==> src/rtl/if_stage_if.sv <==
// Instruction-memory bus between the fetch stage and instruction memory.
// The fetch stage (master) presents an address and a request; the memory
// (slave) answers with the instruction word and a ready strobe.
interface if_stage_if #(
   parameter int PC_WIDTH   = 32,
   parameter int INST_WIDTH = 32
);
   logic [PC_WIDTH-1:0]   imem_addr;
   logic                  imem_req;
   logic [INST_WIDTH-1:0] imem_rdata;
   logic                  imem_ready;

   modport master (
      output imem_addr,
      output imem_req,
      input  imem_rdata,
      input  imem_ready
   );

   modport slave (
      input  imem_addr,
      input  imem_req,
      output imem_rdata,
      output imem_ready
   );
endinterface

==> src/rtl/if_stage.sv <==
// Instruction fetch stage: owns the program counter, issues fetches on the
// instruction-memory bus and fills the IF/ID pipeline register. Redirects
// from EX override everything; stalls, holds and memory waits insert bubbles
// or freeze state, and every non-redirect fetch stall is counted.
`ifndef REG_ADDR_WIDTH
`define REG_ADDR_WIDTH 5
`endif

module if_stage #(
   parameter int                    PC_WIDTH       = 32,
   parameter int                    INST_WIDTH     = 32,
   parameter int                    REG_ADDR_WIDTH = `REG_ADDR_WIDTH,
   parameter logic [PC_WIDTH-1:0]   RESET_PC       = 32'h0000_0000,
   parameter logic [INST_WIDTH-1:0] NOP_INST       = 32'h0000_0013
) (
   input  logic                      clk,
   input  logic                      rst,
   input  logic                      pc_write,
   input  logic                      IF_ID_write,
   input  logic                      IF_ID_flush,
   input  logic                      branch_taken,
   input  logic [PC_WIDTH-1:0]       branch_target,
   if_stage_if.master                imem,
   output logic [PC_WIDTH-1:0]       IF_ID_pc,
   output logic [PC_WIDTH-1:0]       IF_ID_pc_plus4,
   output logic [INST_WIDTH-1:0]     IF_ID_inst,
   output logic                      IF_ID_valid,
   output logic [REG_ADDR_WIDTH-1:0] IF_ID_rs1,
   output logic [REG_ADDR_WIDTH-1:0] IF_ID_rs2,
   output logic [15:0]               stall_count
);

   // Saturating increment: the counter sticks at all-ones instead of wrapping.
   function automatic logic [15:0] sat_inc16(input logic [15:0] v);
      return (v == 16'hFFFF) ? v : v + 16'd1;
   endfunction

   // Fetch PC (stage 0) and IF/ID register (stage 1)
   logic [PC_WIDTH-1:0]   pc_p0;
   logic [PC_WIDTH-1:0]   pc_plus4_p0;
   logic [PC_WIDTH-1:0]   pc_nxt;

   logic [PC_WIDTH-1:0]   pc_p1;
   logic [PC_WIDTH-1:0]   pc_plus4_p1;
   logic [INST_WIDTH-1:0] inst_p1;
   logic                  vld_p1;

   logic [PC_WIDTH-1:0]   pc_p1_nxt;
   logic [PC_WIDTH-1:0]   pc_plus4_p1_nxt;
   logic [INST_WIDTH-1:0] inst_p1_nxt;
   logic                  vld_p1_nxt;

   logic                  stall_hit;
   logic [15:0]           stall_cnt;

   // Sequential successor wraps naturally at the top of the address space.
   assign pc_plus4_p0 = pc_p0 + PC_WIDTH'(4);

   assign imem.imem_addr = pc_p0;
   assign imem.imem_req  = ~rst;

   // A fetch stall is any non-redirect cycle in which the PC cannot advance.
   assign stall_hit = ~branch_taken & (~pc_write | ~imem.imem_ready);

   // Next PC: redirect wins, then an accepted fetch advances, else hold.
   always_comb begin
      pc_nxt = pc_p0;
      if (branch_taken) begin
         pc_nxt = branch_target;
      end else if (pc_write && imem.imem_ready) begin
         pc_nxt = pc_plus4_p0;
      end
   end

   // Next IF/ID contents: redirect squashes, disabled write holds (even over
   // a flush), flush or missing data inserts a bubble, otherwise load.
   always_comb begin
      pc_p1_nxt       = pc_p1;
      pc_plus4_p1_nxt = pc_plus4_p1;
      inst_p1_nxt     = inst_p1;
      vld_p1_nxt      = vld_p1;
      if (branch_taken || (IF_ID_write && (IF_ID_flush || !imem.imem_ready))) begin
         pc_p1_nxt       = '0;
         pc_plus4_p1_nxt = '0;
         inst_p1_nxt     = NOP_INST;
         vld_p1_nxt      = 1'b0;
      end else if (IF_ID_write) begin
         pc_p1_nxt       = pc_p0;
         pc_plus4_p1_nxt = pc_plus4_p0;
         inst_p1_nxt     = imem.imem_rdata;
         vld_p1_nxt      = 1'b1;
      end
   end

   // PC register; reset restarts fetch at RESET_PC.
   always_ff @(posedge clk or posedge rst) begin
      if (rst) begin
         pc_p0 <= RESET_PC;
      end else begin
         pc_p0 <= pc_nxt;
      end
   end

   // ---- stage boundary: fetch -> IF/ID ----
   // IF/ID register; reset leaves a bubble.
   always_ff @(posedge clk or posedge rst) begin
      if (rst) begin
         pc_p1       <= '0;
         pc_plus4_p1 <= '0;
         inst_p1     <= NOP_INST;
         vld_p1      <= 1'b0;
      end else begin
         pc_p1       <= pc_p1_nxt;
         pc_plus4_p1 <= pc_plus4_p1_nxt;
         inst_p1     <= inst_p1_nxt;
         vld_p1      <= vld_p1_nxt;
      end
   end

   // Fetch-stall cycle counter.
   always_ff @(posedge clk or posedge rst) begin
      if (rst) begin
         stall_cnt <= '0;
      end else if (stall_hit) begin
         stall_cnt <= sat_inc16(stall_cnt);
      end
   end

   assign IF_ID_pc       = pc_p1;
   assign IF_ID_pc_plus4 = pc_plus4_p1;
   assign IF_ID_inst     = inst_p1;
   assign IF_ID_valid    = vld_p1;
   assign IF_ID_rs1      = inst_p1[15 +: REG_ADDR_WIDTH];
   assign IF_ID_rs2      = inst_p1[20 +: REG_ADDR_WIDTH];
   assign stall_count    = stall_cnt;

endmodule

==> src/flat_wrapper.sv <==
// flat-port wrapper written by rule: the top's interface ports become plain ports
module if_stage_flat 
#(
   parameter int                    PC_WIDTH       = 32,
   parameter int                    INST_WIDTH     = 32,
   parameter int                    REG_ADDR_WIDTH = `REG_ADDR_WIDTH,
   parameter logic [PC_WIDTH-1:0]   RESET_PC       = 32'h0000_0000,
   parameter logic [INST_WIDTH-1:0] NOP_INST       = 32'h0000_0013
)
  (clk, rst, pc_write, IF_ID_write, IF_ID_flush, branch_taken, branch_target, IF_ID_pc, IF_ID_pc_plus4, IF_ID_inst, IF_ID_valid, IF_ID_rs1, IF_ID_rs2, stall_count, imem_imem_addr, imem_imem_req, imem_imem_rdata, imem_imem_ready);
  if_stage_if #(.PC_WIDTH(PC_WIDTH), .INST_WIDTH(INST_WIDTH)) imem_i ();
  input  logic clk;
  input  logic rst;
  input  logic pc_write;
  input  logic IF_ID_write;
  input  logic IF_ID_flush;
  input  logic branch_taken;
  input  logic [PC_WIDTH-1:0] branch_target;
  output logic [PC_WIDTH-1:0] IF_ID_pc;
  output logic [PC_WIDTH-1:0] IF_ID_pc_plus4;
  output logic [INST_WIDTH-1:0] IF_ID_inst;
  output logic IF_ID_valid;
  output logic [REG_ADDR_WIDTH-1:0] IF_ID_rs1;
  output logic [REG_ADDR_WIDTH-1:0] IF_ID_rs2;
  output logic [15:0] stall_count;
  output wire logic [$bits(imem_i.imem_addr)-1:0] imem_imem_addr;
  output wire logic [$bits(imem_i.imem_req)-1:0] imem_imem_req;
  input wire logic [$bits(imem_i.imem_rdata)-1:0] imem_imem_rdata;
  input wire logic [$bits(imem_i.imem_ready)-1:0] imem_imem_ready;
  assign imem_imem_addr = imem_i.imem_addr;
  assign imem_imem_req = imem_i.imem_req;
  assign imem_i.imem_rdata = imem_imem_rdata;
  assign imem_i.imem_ready = imem_imem_ready;
  if_stage #(.PC_WIDTH(PC_WIDTH), .INST_WIDTH(INST_WIDTH), .REG_ADDR_WIDTH(REG_ADDR_WIDTH), .RESET_PC(RESET_PC), .NOP_INST(NOP_INST)) u_core (.clk(clk), .rst(rst), .pc_write(pc_write), .IF_ID_write(IF_ID_write), .IF_ID_flush(IF_ID_flush), .branch_taken(branch_taken), .branch_target(branch_target), .imem(imem_i), .IF_ID_pc(IF_ID_pc), .IF_ID_pc_plus4(IF_ID_pc_plus4), .IF_ID_inst(IF_ID_inst), .IF_ID_valid(IF_ID_valid), .IF_ID_rs1(IF_ID_rs1), .IF_ID_rs2(IF_ID_rs2), .stall_count(stall_count));
endmodule
==> config.mk <==
export PLATFORM = sky130hd
export DESIGN_NAME = if_stage_flat
export DESIGN_NICKNAME = d
export VERILOG_FILES = /design/src/rtl/if_stage_if.sv /design/src/rtl/if_stage.sv /design/src/flat_wrapper.sv
export SDC_FILE = /design/constraint.sdc
export NUM_CORES = 1
export LEC_CHECK = 0
export BUFFER_PORTS_ARGS = -buffer_cell sky130_fd_sc_hd__buf_2
export CORE_ASPECT_RATIO = 1.2
export CORE_MARGIN = 3
export CORE_UTILIZATION = 56
export CTS_BUF_LIST = sky130_fd_sc_hd__clkbuf_4
export DETAILED_ROUTE_END_ITERATION = 7
export GPL_TIMING_DRIVEN = 0
export PLACE_DENSITY = 0.95
export SLEW_MARGIN = 20
export SYNTH_ARGS = -nofsm -noshare
export SYNTH_HDL_FRONTEND = slang
export SYNTH_SLANG_ARGS = --single-unit
==> constraint.sdc <==
create_clock -name clk -period 6.1 [get_ports clk]
set_clock_uncertainty 0.15 [all_clocks]
set_input_delay 0.305 -clock clk [delete_from_list [all_inputs] [get_ports clk]]
set_output_delay 0.305 -clock clk [all_outputs]
set_load 0.1 [all_outputs]
==> results.tsv, run 1 <==
metric	value	unit
finalCriticalPeriod	2.78	ns
internal-power	0.00155	W
grt_overflow	0	
criticalPathCategory	reg2reg	
power.share.switching	41.7	%
pwr-share-seq	40.6	%
syn_avg_cell_area	10.6	um^2
synthCells	610	
drv_cap	0	
antenna_found_initial	3	
grt_max_degree	85	
worst_slew_pin_slew	0.915	ns
synth_top_area_share	54.0	%
synth_edf_count	0	
hold_class	in2async	
numCtsBuffers	17	
rsz0062_at_grt	no	
fin_setup_tns	0	ns
synthMuxAreaShare	1.37	%
synthTopCellsByCount	dfrtp_1, nand2_1, a22o_1	
cp_slowest_stage_delay	0.83	ns
use_met2	59.0	%
cts_tree	yes	
switchingPower	0.00111	W
fp.dieH	124	um
gr-usage-met1	39.8	%
regToRegStartpoint	u_core.imem.imem_addr[5]$_DFFE_PP0N_	
htreeDepth	4	
outcome	finished clean	
start_util	57.9	%
grt_util_met3	10.1	%
numClockSinks	143	
dieArea	12900	um^2
synth_top_cell_by_area	dfrtp_1	
drive_gt1_share	32.6	%
synth_nets	683	
antenna_left	0	
crit_buf_inv	2	
slew_violations	0	
drt-initial-drc-count	496	
synth_most_common_cell	dfrtp_1	
synthAdderAreaFrac	0.386	%
synth_cell_types	45	
yosys-top-cells-area	dfrtp_1, a22o_1, nand2_1	
max_freq	0.360	GHz
relSlewSlack	38.4	%
grt_pass1_wl	34500	um
syn_area	6490	um^2
async_reset_ff_share	100	%
seq_area_frac_synth	55.2	%
leakage	4.35	nW
clkPwrFrac	28.3	%
grt_usage	34.5	%
finalHoldViolations	0	
worst_setup_path_end_kind	flop	
r2r_slack	3.32	ns
p_per_area	299	nW/um^2
reg2reg_depth	7	
synth_top_family_by_area	simple AND/OR/NAND/NOR gates	
cp_max_fo	10	
root_buffer	clkbuf_4	
wl	22100	um
ys.warnings.count	0	
ioPinCount	227	
dieWidth	104	um
ir_worst_vdd	0.385	mV
routabilityCongestion	0.848	
reg2reg_to	u_core.IF_ID_pc_plus4[23]$_DFFE_PP0P_	
clock_path_buffers	2	
core	11200	um^2
finish.utilization	79.4	%
top_usage_layer	met2	
drt_first_pass_iters	8	
route.detailed.drc	0	
yosys.area_share.simple	15.2	%
nNetsFinal	997	
worst_setup_path_start_kind	flop	
synth_ff_type	dfrtp_1	
crit_chain	buf_2 -> nand3_1 -> nor4_1 -> buf_2 -> nand2_1 -> xor2_1 -> o21ai_0	
crit_family	simple AND/OR/NAND/NOR gates	
synth_xor_area_share	8.64	%
std_cell_rows	42	
portBuffers	226	
arrival	3.07	ns
wl_per_cell	20.2	um
grt_pass1_vias	6488	
cpMostUsedCell	buf_2	
period_share	45.6	%
synth-seq-cells	143	
synth-compound-area-share	14.2	%
setup_viol	0	
vias	6422	
combPwrFrac	31.1	%
dp_hpwl	14200	um
via_per_inst	5.88	
clk-insertion-delay-late	0.55	ns
required	6.39	ns
critical_path.slowest_cell	nor4_1	
cts.clk_slew.worst_paths	0.15	ns
syn2layout_area_growth	37.0	%
registers in the layout (all words and copies together), names as in the netlist:
register and cells:
u_core.IF_ID_valid 1, u_core.imem.imem_addr 32, u_core.IF_ID_pc_plus4 32, u_core.stall_count 16, u_core.IF_ID_pc 30, u_core.IF_ID_inst 32
metrics by stage:
stage	power (W)	hold WS (ns)	area, um^2	worst slack [ns]	cells
after CTS	0.00264	0.133	8880	3.34	1091
after global routing	0.00274	0.165	8890	3.20	1092
after floorplan	0.00171	0.272	6490	1.03	610
after detailed placement	0.00188	0.212	7850	3.48	991
final	0.00265	0.152	8890	3.32	1093
after global placement	0.00186	0.305	7810	0.317	990
worst register-to-register path, stage by stage (launching register included):
cell,delay [ns]
dfrtp_1,0.37
buf_2,0.20
nand3_1,0.20
nor4_1,0.83
buf_2,0.38
nand2_1,0.10
xor2_1,0.16
o21ai_0,0.30
worst max path at each step:
stage	startpoint	endpoint	slack, ns	cells past startpoint
after floorplan	rst	u_core.IF_ID_inst[10]$_DFFE_PP0P_	1.03	1
after global placement	rst	u_core.IF_ID_pc[17]$_DFFE_PP0P_	0.32	2
after detailed placement	u_core.imem.imem_addr[2]$_DFFE_PP0N_	u_core.IF_ID_pc_plus4[28]$_DFFE_PP0P_	3.48	7
after CTS	rst	imem_imem_req	3.34	5
after global routing	u_core.imem.imem_addr[5]$_DFFE_PP0N_	u_core.IF_ID_pc_plus4[23]$_DFFE_PP0P_	3.20	7
final	u_core.imem.imem_addr[5]$_DFFE_PP0N_	u_core.IF_ID_pc_plus4[23]$_DFFE_PP0P_	3.32	7
routing by layer:
metal  vias up  routed length [um]  part of all wire [%]
met5         -                  26                  0.12
met2       471               11000                    50
met4         4                1060                   4.8
li1       2768                   -                     -
met3       112                2100                   9.5
met1      3067                7920                    36
cell usage in the layout (no fill, tap or decap), types with 2 or more instances in the layout:
cell type	synthesis	routed
a21oi_1	2	2
a22o_1	60	60
and4_1	2	2
buf_2	6	232
buf_4	12	12
buf_6	2	2
bufinv_16	0	5
clkbuf_1	37	37
clkbuf_2	3	3
clkbuf_4	0	17
clkinv_4	0	2
clkinvlp_4	0	2
dfrtp_1	140	140
dfstp_2	3	3
diode_2	0	2
dlygate4sd3_1	0	68
ha_1	2	2
inv_1	5	4
inv_6	0	5
mux2_2	7	7
nand2_1	87	87
nand3_1	31	31
nand3_2	2	2
nand4_1	12	12
nor2_1	16	16
nor3_1	16	16
nor4_1	7	7
nor4_2	3	3
nor4_4	3	3
o21ai_0	59	59
o21ai_1	3	3
o32a_1	3	3
or2_2	3	3
or3_1	2	2
or4_1	3	3
xnor2_1	33	33
xor2_1	31	31
cells by family (layout without fill, tap and decap cells):
| family | Yosys count | count (layout) |
|---|---|---|
| and+or+nand+nor | 194 | 194 |
| DFF | 143 | 143 |
| xor gates and xnor gates | 64 | 64 |
| muxes | 8 | 8 |
| AOI/OAI and AO/OA | 133 | 133 |
| adders and majority gates | 2 | 2 |
| buffers and inverters | 66 | 393 |
| other | 0 | 2 |
power groups by stage:
| stage | Combinational [W] | Clock, W | Sequential, W |
|---|---|---|---|
| floorplan | 0.000185 | 0 | 0.00153 |
| global placement | 0.000770 | 0 | 0.00109 |
| detailed placement | 0.000784 | 0 | 0.00109 |
| CTS | 0.000819 | 0.000745 | 0.00107 |
| global route | 0.000863 | 0.000788 | 0.00109 |
| finish | 0.000824 | 0.000752 | 0.00108 |
repair_timing:
action                     CTS  global route
hold buffers                68             0
hold endpoints to repair   124             0
resized for setup            0             0
setup endpoints to repair    0             0
setup buffers                0             0
cell type report:
cell class / instances / area, um^2
flip-flops and latches: 143 / 3580
plain buffers: 61 / 300
inverters: 5 / 26.3
multi-input cells: 401 / 2580
diodes: 2 / 5.00
well taps: 154 / 193
fillers: 687 / 2300
clock buffers: 17 / 128
repair buffers: 295 / 1840
clock inverters: 15 / 230
Note: power is estimated with default switching activity, not from simulation.
==> run 2, diff against run 1 <==
CORE_UTILIZATION = 47   (was 56)
PLACE_DENSITY = 0.86   (was 0.95)
clock period = 2.45 ns   (was 6.1 ns; I/O delays follow)
==> run 2 against run 1 <==
Net effect:
- core utilization shrank 9.4 points
- combinational power grew to 2.6 times the previous value
- clock power increased by 85%
- critical path type unchanged
- non-clock buffer count increased by 29
- design area up 5.2%
- first-iteration DRC count up 5.6%
- sequential share of layout area shrank 1.6 points
- via count decreased by 1.3%
- global-route usage down 4.7 points
- die area rose by 18%
==> results.tsv, run 2 (synthesis results as in run 1) <==
metric	value	unit	change
layout_commonest_cell	buf_2		
regToRegStartpoint	u_core.imem.imem_addr[18]$_DFFE_PP0N_		
portBuffers	226		unchanged
whs_endpoint	u_core.IF_ID_pc_plus4[28]$_DFFE_PP0P_		
finalHoldViolations	0		unchanged
reg2reg_depth	6		-1
route.detailed.drc	0		unchanged
dieWidth	113	um	+8.6%
finalNonFillerCells	1135		+3.8%
drt_first_pass_iters	5		-3
grt_max_degree	36		-58%
clkPwrFrac	22.2	%	-6.1 points
arrival	2.65	ns	-0.42 ns
wl	22500	um	+1.9%
drt-initial-drc-count	524		+5.6%
min_from	IF_ID_write		
finalCriticalPeriod	2.39	ns	-0.393 ns
grt_pass1_wl	34900	um	+1.2%
vias	6339		-1.3%
ir_worst_vdd	0.905	mV	+130%
period_share	97.4	%	+52 points
std_cell_rows	46		+9.5%
finish.utilization	70.1	%	-9.4 points
p_per_area	671	nW/um^2	+120%
outcome	finished clean		
switchingPower	0.00272	W	+150%
reg2reg_to	u_core.imem.imem_addr[29]$_DFFE_PP0N_		
worst_slew_pin_slew	1.00	ns	+0.0858 ns
core	13400	um^2	+19%
worst_setup_path_end_kind	flop		
htreeDepth	4		unchanged
dieArea	15300	um^2	+18%
combPwrFrac	34.6	%	+3.5 points
routabilityCongestion	0.856		+0.87%
grt_overflow	0		unchanged
drv_cap	0		unchanged
whs_path_depth	3		
hold_class	in2reg		
cts.clk_slew.worst_paths	0.12	ns	-0.03 ns
wl_per_cell	19.9	um	-1.9%
antenna_found_initial	0		-3
criticalPathCategory	reg2reg		
final_area	9350	um^2	+5.2%
start_util	48.6	%	-9.4 points
worst_setup_path_start_kind	flop		
place_area	8060	um^2	+2.7%
via_per_inst	5.59		-4.9%
root_buffer	clkbuf_4		
setup_viol	0		unchanged
r2r_slack	0.06	ns	-3.26 ns
clk-insertion-delay-late	0.58	ns	+0.03 ns
numClockSinks	143		unchanged
ioPinCount	227		unchanged
grt_usage	29.7	%	-4.7 points
rsz0062_at_grt	yes		
syn2layout_area_growth	44.2	%	
cp_max_fo	6		-4
dp_hpwl	14800	um	+3.8%
cts_tree	yes		
grt_pass1_vias	6386		-1.6%
n_fill_cell	949		+38%
nNetsFinal	1026		+2.9%
antenna_left	0		unchanged
mostFrequentLayoutCells	buf_2, dfrtp_1, nand2_1, dlygate4sd3_1, a22o_1		
fp.dieH	135	um	+8.7%
internal-power	0.00356	W	+130%
drive_gt1_share	37.4	%	+4.8 points
numCtsBuffers	17		unchanged
max_freq	0.419	GHz	+16%
slew_violations	0		unchanged
leakage	4.51	nW	+3.5%
required	2.72	ns	-3.67 ns
power.share.switching	43.3	%	+1.7 points
clock_path_buffers	2		unchanged
dp_cells	1008		+1.7%
pwr-share-seq	43.2	%	+2.6 points
relSlewSlack	33.1	%	-5.4 points
post-cts-setup-buffers	0		unchanged
-- run 2: per-stage QoR --
step	total power, W	setup slack (ns)	hold WS [ns]	TNS [ns]
after floorplan	0.00434	-0.180	0.0893	-5.77
after global placement	0.00472	-1.64	0.182	-80.96
after detailed placement	0.00476	-0.0828	0.0806	-0.514
after CTS	0.00628	0.00332	0.0786	0
after global routing	0.00650	-0.0265	0.107	-0.0628
final	0.00628	0.0627	0.0776	0
-- run 2: worst max-delay path by stage --
stage	startpoint	to	slack, ns	cells past startpoint
5_1_grt	u_core.imem.imem_addr[18]$_DFFE_PP0N_	u_core.imem.imem_addr[23]$_DFFE_PP0N_	-0.03	6
3_3_place_gp	rst	imem_imem_req	-1.64	3
6_report	u_core.imem.imem_addr[18]$_DFFE_PP0N_	u_core.imem.imem_addr[29]$_DFFE_PP0N_	0.06	6
4_1_cts	u_core.imem.imem_addr[2]$_DFFE_PP0N_	u_core.imem.imem_addr[26]$_DFFE_PP0N_	0.003	7
2_1_floorplan	rst	u_core.imem.imem_addr[10]$_DFFE_PP0N_	-0.18	1
3_5_place_dp	u_core.imem.imem_addr[2]$_DFFE_PP0N_	u_core.imem.imem_addr[26]$_DFFE_PP0N_	-0.08	7
-- run 2: power by group through the flow --
stage / Combinational [W] / Sequential (W) / Clock [W]
5_1_grt: 0.00226 / 0.00274 / 0.00150
4_1_cts: 0.00216 / 0.00271 / 0.00141
6_report: 0.00217 / 0.00271 / 0.00139
3_3_place_gp: 0.00197 / 0.00275 / 0
2_1_floorplan: 0.000494 / 0.00385 / 0
3_5_place_dp: 0.00201 / 0.00275 / 0
-- run 2: timing repair --
| action | 4_1_cts | 5_1_grt |
|---|---|---|
| endpoints found under the setup margin | 20 | 40 |
| resized for setup | 3 | 8 |
| hold buffers | 94 | 0 |
| endpoints found under the hold margin | 156 | 0 |
| pin swaps | 0 | 2 |
-- run 2: layout make-up --
class	instances	area (um^2)	area share [%]
Inverter	5	22.5	0.241
Multi-Input combinational cell	401	2680	28.6
Buffer	61	352	3.76
Clock inverter	12	97.6	1.04
Clock buffer	20	150	1.61
Sequential cell	143	3620	38.7
Timing Repair Buffer	324	2220	23.8
Antenna cell	1	2.50	0.0268
Tap cell	168	210	2.25
-- run 2: critical path: stages, from the launching register on --
cell and delay (ns):
dfrtp_2 0.39, clkbuf_1 0.27, nand4_1 0.39, nor4_2 0.49
nand3_1 0.16, xor2_1 0.23, o21ai_0 0.15
-- run 2: per-layer routing --
layer | share of wire [%] | up-vias | wire [um] | global-route usage, %
met5 | 0 | - | 0 | 0
met4 | 4.0 | 0 | 895 | 12.0
met3 | 8.2 | 75 | 1850 | 8.47
met2 | 50 | 341 | 11300 | 51.4
met1 | 38 | 3100 | 8450 | 34.8
li1 | - | 2823 | - | -
